--- src/rtl/alu_multicycle.sv ---
// alu_multicycle: handshaked ALU with single-cycle logic/arith/compare ops
// plus iterative shift-add multiply and one-bit-per-cycle logical shifts.
module alu_multicycle #(
    parameter int WORD_SIZE = 16,
    parameter int SHAMT_W   = $clog2(WORD_SIZE)
) (
    input  logic                 clock,
    input  logic                 reset,
    input  logic                 start,
    input  logic [4:0]           opcode,
    input  logic [WORD_SIZE-1:0] input1,
    input  logic [WORD_SIZE-1:0] input2,
    output logic                 busy,
    output logic                 done,
    output logic [WORD_SIZE-1:0] alu_out,
    output logic [4:0]           flags
);
    localparam int W      = WORD_SIZE;
    localparam int CW_MIN = $clog2(W + 1);
    localparam int CNT_W  = (SHAMT_W > CW_MIN) ? SHAMT_W : CW_MIN;

    localparam logic [4:0] OP_NOT  = 5'd0;
    localparam logic [4:0] OP_AND  = 5'd1;
    localparam logic [4:0] OP_OR   = 5'd2;
    localparam logic [4:0] OP_XOR  = 5'd3;
    localparam logic [4:0] OP_ADD  = 5'd4;
    localparam logic [4:0] OP_ADDI = 5'd5;
    localparam logic [4:0] OP_SUB  = 5'd6;
    localparam logic [4:0] OP_ANDI = 5'd7;
    localparam logic [4:0] OP_EQ   = 5'd8;
    localparam logic [4:0] OP_LT   = 5'd9;
    localparam logic [4:0] OP_MUL  = 5'd10;
    localparam logic [4:0] OP_SHL  = 5'd11;
    localparam logic [4:0] OP_SHR  = 5'd12;

    typedef enum logic [1:0] {S_IDLE, S_MUL, S_SHIFT} state_t;

    state_t           state, state_next;
    logic [CNT_W-1:0] count, count_next;
    logic [4:0]       op_q, op_next;
    logic [2*W-1:0]   acc, acc_next;
    logic [2*W-1:0]   mcand, mcand_next;
    logic [W-1:0]     mplier, mplier_next;

    logic [SHAMT_W-1:0] shamt;
    logic [2*W-1:0]     prod;
    logic [W-1:0]       shifted;
    logic               multi;
    logic               fin, carry, ovf, illegal;
    logic [W-1:0]       res;
    logic [W:0]         sum;

    // mcand doubles as the shifting operand while in S_SHIFT
    assign shamt   = input2[SHAMT_W-1:0];
    assign prod    = acc + (mplier[0] ? mcand : '0);
    assign shifted = (op_q == OP_SHL) ? (mcand[W-1:0] << 1)
                                      : (mcand[W-1:0] >> 1);
    assign multi   = (opcode == OP_MUL) ||
                     ((opcode == OP_SHL || opcode == OP_SHR) && shamt != '0);

    always_ff @(posedge clock) begin
        if (reset) begin
            state   <= S_IDLE;
            count   <= '0;
            op_q    <= '0;
            acc     <= '0;
            mcand   <= '0;
            mplier  <= '0;
            busy    <= 1'b0;
            done    <= 1'b0;
            alu_out <= '0;
            flags   <= '0;
        end else begin
            state  <= state_next;
            count  <= count_next;
            op_q   <= op_next;
            acc    <= acc_next;
            mcand  <= mcand_next;
            mplier <= mplier_next;
            busy   <= (state_next != S_IDLE);
            done   <= fin;
            if (fin) begin
                alu_out <= res;
                flags   <= {illegal, ovf, res[W-1], carry, res == '0};
            end
        end
    end

    always_comb begin
        state_next  = state;
        count_next  = count;
        op_next     = op_q;
        acc_next    = acc;
        mcand_next  = mcand;
        mplier_next = mplier;
        unique case (state)
            S_IDLE: begin
                if (start) begin
                    op_next     = opcode;
                    acc_next    = '0;
                    mcand_next  = {{W{1'b0}}, input1};
                    mplier_next = input2;
                    if (opcode == OP_MUL) begin
                        state_next = S_MUL;
                        count_next = CNT_W'(W);
                    end else if (multi) begin
                        state_next = S_SHIFT;
                        count_next = CNT_W'(shamt);
                    end
                end
            end
            S_MUL: begin
                acc_next    = prod;
                mcand_next  = mcand << 1;
                mplier_next = mplier >> 1;
                count_next  = count - CNT_W'(1);
                if (count == CNT_W'(1)) state_next = S_IDLE;
            end
            S_SHIFT: begin
                mcand_next = {{W{1'b0}}, shifted};
                count_next = count - CNT_W'(1);
                if (count == CNT_W'(1)) state_next = S_IDLE;
            end
            default: state_next = S_IDLE;
        endcase
    end

    always_comb begin
        fin     = 1'b0;
        res     = '0;
        carry   = 1'b0;
        ovf     = 1'b0;
        illegal = 1'b0;
        sum     = '0;
        unique case (state)
            S_IDLE: begin
                if (start && !multi) begin
                    fin = 1'b1;
                    case (opcode)
                        OP_NOT:          res = ~input1;
                        OP_AND, OP_ANDI: res = input1 & input2;
                        OP_OR:           res = input1 | input2;
                        OP_XOR:          res = input1 ^ input2;
                        OP_ADD, OP_ADDI: begin
                            sum   = {1'b0, input1} + {1'b0, input2};
                            res   = sum[W-1:0];
                            carry = sum[W];
                            ovf   = (input1[W-1] == input2[W-1]) &&
                                    (res[W-1] != input1[W-1]);
                        end
                        OP_SUB: begin
                            res   = input1 - input2;
                            carry = input1 < input2;
                            ovf   = (input1[W-1] != input2[W-1]) &&
                                    (res[W-1] != input1[W-1]);
                        end
                        OP_EQ:  res = {{(W-1){1'b0}}, input1 == input2};
                        OP_LT:  res = {{(W-1){1'b0}}, input1 < input2};
                        // zero shift amount completes immediately
                        OP_SHL, OP_SHR: res = input1;
                        default: illegal = 1'b1;
                    endcase
                end
            end
            S_MUL: begin
                fin   = (count == CNT_W'(1));
                res   = prod[W-1:0];
                carry = |prod[2*W-1:W];
            end
            S_SHIFT: begin
                fin = (count == CNT_W'(1));
                res = shifted;
            end
            default: ;
        endcase
    end
endmodule

--- config.mk ---
export PLATFORM = sky130hd
export DESIGN_NAME = alu_multicycle
export DESIGN_NICKNAME = d
export VERILOG_FILES = /design/src/rtl/alu_multicycle.sv
export SDC_FILE = /design/constraint.sdc
export NUM_CORES = 1
export LEC_CHECK = 0
export CORE_MARGIN = 2
export CORE_UTILIZATION = 55
export DETAILED_ROUTE_END_ITERATION = 8
export GPL_TIMING_DRIVEN = 1
export PLACE_DENSITY = 0.73
export SLEW_MARGIN = 10
export SYNTH_ARGS = -nofsm -noshare
export SYNTH_HDL_FRONTEND = slang
export SYNTH_SLANG_ARGS = --single-unit
--- constraint.sdc ---
create_clock -name clock -period 4.4 [get_ports clock]
set_input_delay 0.88 -clock clock [delete_from_list [all_inputs] [get_ports clock]]
set_output_delay 0.88 -clock clock [all_outputs]
set_load 0.03 [all_outputs]
Word level (Yosys, flattened, before mapping)
Index checks and enable logic that the tools add are counted.
{ "word_totals": {"reg_bits": 115, "word_cells": 98} }
{ "classes": {"n_bitwise": 4, "magnitude_cmp": 1, "n_eq_ne": 23, "reduce_logical": 25, "muxes": 31, "add_sub_neg": 4} }
{ "ops": {"columns": ["op", "count"], "rows": [
  ["one-hot mux 16 bit (9 select lines)", 1],
  ["two-way mux 32 bit", 3],
  ["one-hot mux 32 bit (3 select lines)", 1],
  ["one-hot mux 32 bit (2 select lines)", 1],
  ["two-way mux 16 bit", 3],
  ["one-hot mux 16 bit (3 select lines)", 1],
  ["adder 32 bit", 1],
  ["one-hot mux 16 bit (2 select lines)", 1],
  ["equality test 5 x 4 -> 1 bit (second input constant)", 6],
  ["equality test 5 x 3 -> 1 bit (second input constant)", 4],
  ["adder 16 x 16 -> 17 bit", 1],
  ["AND 16 bit", 1],
  ["equality test 16 bit", 1],
  ["logical NOT 16 bit", 1],
  ["less-than comparator 16 bit", 1],
  ["NOT 16 bit", 1],
  ["bitwise OR 16 bit", 1],
  ["OR reduction 16 bit", 1],
  ["subtractor 16 bit", 1],
  ["XOR 16 bit", 1],
  ["two-way mux 5 bit", 3],
  ["OR reduction 12 bit", 1],
  ["equality test 5 x 1 -> 1 bit (second input constant)", 2],
  ["equality test 5 x 2 -> 1 bit (second input constant)", 2],
  ["23 further kinds", 48]
]} }

Longest topological paths before layout
{ "depth": {"word_depth": 9, "ltp_mapped": 14} }

Worst setup path before layout
OpenSTA, ideal clock, no wires.
{ "synth_path": {"path_type": "input to register", "startpoint": "input input1[0]", "endpoint": "register flags[0]", "setup_time_ns": 0.084, "arrival_ns": 3.285, "path_stages": 12, "setup_slack_ns": 1.031, "n_path_buf": 0, "cell_sequence": "inv_1 ha_1 fa_1 o21bai_1 a211oi_1 o21ba_2 and2_1 a221o_1 a221oi_1 and4_1 nand4_1 o31ai_2"} }
{ "synth_between": {"elab_chain_len": 5, "elab_cells_between_ends": 12} }
{ "synth_lines": {"columns": ["item", "line_no", "source"], "rows": [
  ["start, declared", "11", "input logic [WORD_SIZE-1:0] input1,"],
  ["subtractor 16 bit (tied with other cells)", "152", "res = input1 - input2;"],
  ["one-hot mux 16 bit (9 select lines) *", "139", "case (opcode)"],
  ["two-way mux 16 bit *", "137", "if (start && !multi) begin"],
  ["one-hot mux 16 bit (3 select lines) *", "135", "unique case (state)"],
  ["logical NOT 16 bit *", "84", "flags <= {illegal, ovf, res[W-1], carry, res == '0};"],
  ["end signal, assigned", "84", null],
  ["end, declared", "16", "output logic [4:0] flags"]
]} }
Mark *: on every way between the ends. The rest lies on a longest branch, timed or not.
A chain may end at the register's enable or synchronous reset.

Worst setup path in the final report
{ "layout_path": {"startpoint": "register mplier[0]", "endpoint": "register flags[1]"} }
{ "layout_between": {"elab_chain_len": 4} }
{ "layout_lines": {"columns": ["item", "line_no", "source"], "rows": [
  ["start, declared", "43", "logic [W-1:0] mplier, mplier_next;"],
  ["start signal, assigned", "79", "mplier <= mplier_next;"],
  ["two-way mux 32 bit", "55", "assign prod = acc + (mplier[0] ? mcand : '0);"],
  ["adder 32 bit", "55", null],
  ["OR reduction 16 bit", "168", "carry = |prod[2*W-1:W];"],
  ["one-hot mux 1 bit (2 select lines)", "135", null]
]} }
No other way between the ends.

==> results.md <==
- Logic gate share of total power: 20.4%
- Max-Cap Viols: 0
- Max VDD drop: 0.000273 V
- CP Data Required Time: 4.70 ns
- Flop pwr share: 32.5%
- Unrepaired setup endpoints after global routing: false
- Row count: 48
- DP HPWL: 24500 um
- GPL Wtd Cong: 1.01
- Reg2reg path depth: 13
- Type of origin of the critical path: register
- Flops & latches, synth: 114
- Multi-input logic area: 6860 um^2
- Chip Height: 137 um
- Commonest non-fill, non-tap cell in the layout: nor2_1
- R2R Path End: flags[1]
- Yosys cell types: 79
- Psw: 1.00 mW
- Clk buf depth: 2
- DRT Pass-1 Iters: 5
- Cell total after placement: 1567
- Worst-Margin Slew: 1.07 ns
- Die ar.: 18700 um^2
- Vias: 10100
- Setup TNS: 0 ns
- Clock Tree Root: clkbuf_16
- Clock network power share: 47.1%
- Mapped Cells: 1301
- Cell taking the most area after synthesis: dfxtp_1
- Detailed Route Iter0 Violations: 994
- Share of cells above drive strength 1: 10.4%
- Seq/Total Area, Yosys: 23.5%
- Clk_skew: 0.0110 ns
- CTS resizes: 0
- Hold EP: op_q[2]
- Mapped Avg Cell Area: 7.46 um^2
- Leak: 4.72 nW
- Area delta synth->final: 18.2%
- Pwr dens: 300 nW/um^2
- Yosys warning total: 0
- I/O Pins: 63
- Final period util: 91.7%
- Crit path DAT: 4.33 ns
- Core ar.: 17300 um^2
- Cell internal pwr: 2.45 mW
- Die width: 137 um
- CTS buffer count: 17
- Final Util: 66.3%
- First-pass GRT wire length: 50000 um
- Crit Path Class: reg -> reg
- DRC viols: 0
- Fin cells: 1599
- Most used DFF post-synth: dfxtp_1
- CTS tree: yes
- FILL cells: 1526
- Rel. slew slack: 28.9%
- Top cells by area, synth: dfxtp_1 24%, ha_1 11%, a21oi_1 6.5%
- Vias in the first global route: 9361
- Synth async-reset ratio: 0%
- Hold Crit Start: op_q[2]
- DP Area: 10800 um^2
- Latest clock arrival within the worst-skew pair: 0.42 ns
- Crit. End Element: register
- Hold WS: 0.458 ns
- Antenna cells: 0
- Antenna-violating nets left: 0
- Hold Crit Depth: 2
- Worst min path class: reg -> reg
- Commonest non-fill, non-tap cells in the layout: 158 x nor2_1, 127 x a21oi_1, 125 x nand2_1, 114 x dfxtp_1, 87 x ha_1
- Peak Freq: 0.248 GHz
- EDFF count, synth: 0
- Final setup vio count: 0
- Initial core utilization: 56.1%
- Initial antenna violation count: 0
- R2r startpoint: mplier[0]
- Setup bufs post-CTS: 0
- CTS clock-pin slew for the worst setup and hold paths: 0.06 ns
- Sw frac: 29.0%
- WL/cell: 20.3 um
- Area share of the largest cell type after synthesis: 23.5%
- Final Cell Area: 11500 um^2
- Grt ovf: 0
- CTS Hold Buffers Added: 0
- Final Hold Fails: 0
- Total GRT Usage: 34.7%
- Crit path time final: 4.04 ns
- Largest net degree at the start of global routing: 64
- Post-Syn Nets: 1432
- Reg2reg setup slack: 0.36 ns
- Drt total wl: 32400 um
- Final nets: 1492
- Final Max Slew Viols: 0
- DR vias/cell: 6.31
- Status: complete, no violations
- Reg area: 2280 um^2
- Port Buffers: 62
- Mapped Area: 9710 um^2
- CP max FO: 14
- Clock Sinks: 114
- H-tree levels: 4
[per-stage QoR]
| step | power (mW) | setup slack (ns) |
|---|---|---|
| after CTS | 3.43 | 0.485 |
| after global routing | 3.56 | 0.134 |
| after floorplan | 1.56 | 1.03 |
| after global placement | 1.82 | 0.195 |
| final | 3.45 | 0.364 |
| after detailed placement | 1.82 | 0.140 |
[area by class of cell]
cell class                      count  area share (%)
Sequential cell                   114            19.9
Multi-Input combinational cell   1037            59.8
Timing Repair Buffer              132            9.97
Clock inverter                     12            1.98
Inverter                           59            1.93
Clock buffer                       20            3.98
Tap cell                          225            2.45
[cell families after synthesis]
group	count (synthesis)	share of synthesized area (%)
multiplexers	34	3.71
adder cells (fa/ha/maj)	91	12.0
AND/OR/NAND/NOR	455	22.1
AO/OA/AOI/OAI	420	29.3
flip-flops	114	23.5
XOR/XNOR	37	3.34
buffers and inverters	150	6.07
[cell usage after synthesis, types with 9 or more instances]
cell,number
nand2b_1,9
ha_1,88
xnor2_1,25
o21ai_0,47
inv_1,59
a221oi_1,21
o211ai_1,22
nor3_1,26
dfxtp_1,114
a21o_1,13
a211oi_1,53
nand3_1,34
nand4_1,10
clkbuf_1,75
a22oi_1,26
and2_1,37
a21oi_1,127
nand2_1,125
mux2i_1,18
xor2_1,12
nor2_1,158
mux2_2,16
[worst max-delay path, cell delays in order, from the launching register on]
cell and delay [ns]:
dfxtp_1 0.47, and2_1 0.23, ha_1 0.23, fa_1 0.43
a211oi_1 0.33, o211ai_1 0.15, a21oi_1 0.40, o311a_1 0.34
o21bai_1 0.12, xnor2_1 0.20, nor4b_1 0.40, nand4b_1 0.22
nor4b_1 0.27, o21ai_0 0.12
[registers in the layout, indices dropped and copies added (netlist names)]
signal / count
op_q: 5
acc: 32
mplier: 16
flags: 5
count: 5
done: 1
busy: 1
mcand: 32
alu_out: 15
state: 2
[worst max path at each step]
stage / from / endpoint / slack, ns / cells past startpoint
after global routing: mplier[0] / flags[1] / 0.13 / 14
after CTS: mplier[0] / flags[1] / 0.49 / 13
final: mplier[0] / flags[1] / 0.36 / 13
after detailed placement: input1[1] / flags[0] / 0.14 / 13
after floorplan: input1[0] / flags[0] / 1.03 / 12
after global placement: input1[7] / flags[0] / 0.20 / 13
[power groups by stage]
stage | Clock, mW | Sequential (mW) | Combinational (mW)
floorplan | 0 | 1.15 | 0.409
global placement | 0 | 1.14 | 0.681
detailed placement | 0 | 1.14 | 0.683
CTS | 1.63 | 1.12 | 0.687
global route | 1.68 | 1.12 | 0.757
finish | 1.62 | 1.12 | 0.703
[layer usage]
layer / GRT usage, % / up-vias / routed length [um]
met5: 0 / - / 0
met4: 16.8 / 0 / 1390
met3: 5.67 / 86 / 2110
met2: 55.4 / 415 / 14800
met1: 45.4 / 4713 / 14100
li1: - / 4877 / -
No activity file was read; power rests on OpenSTA's default activity.
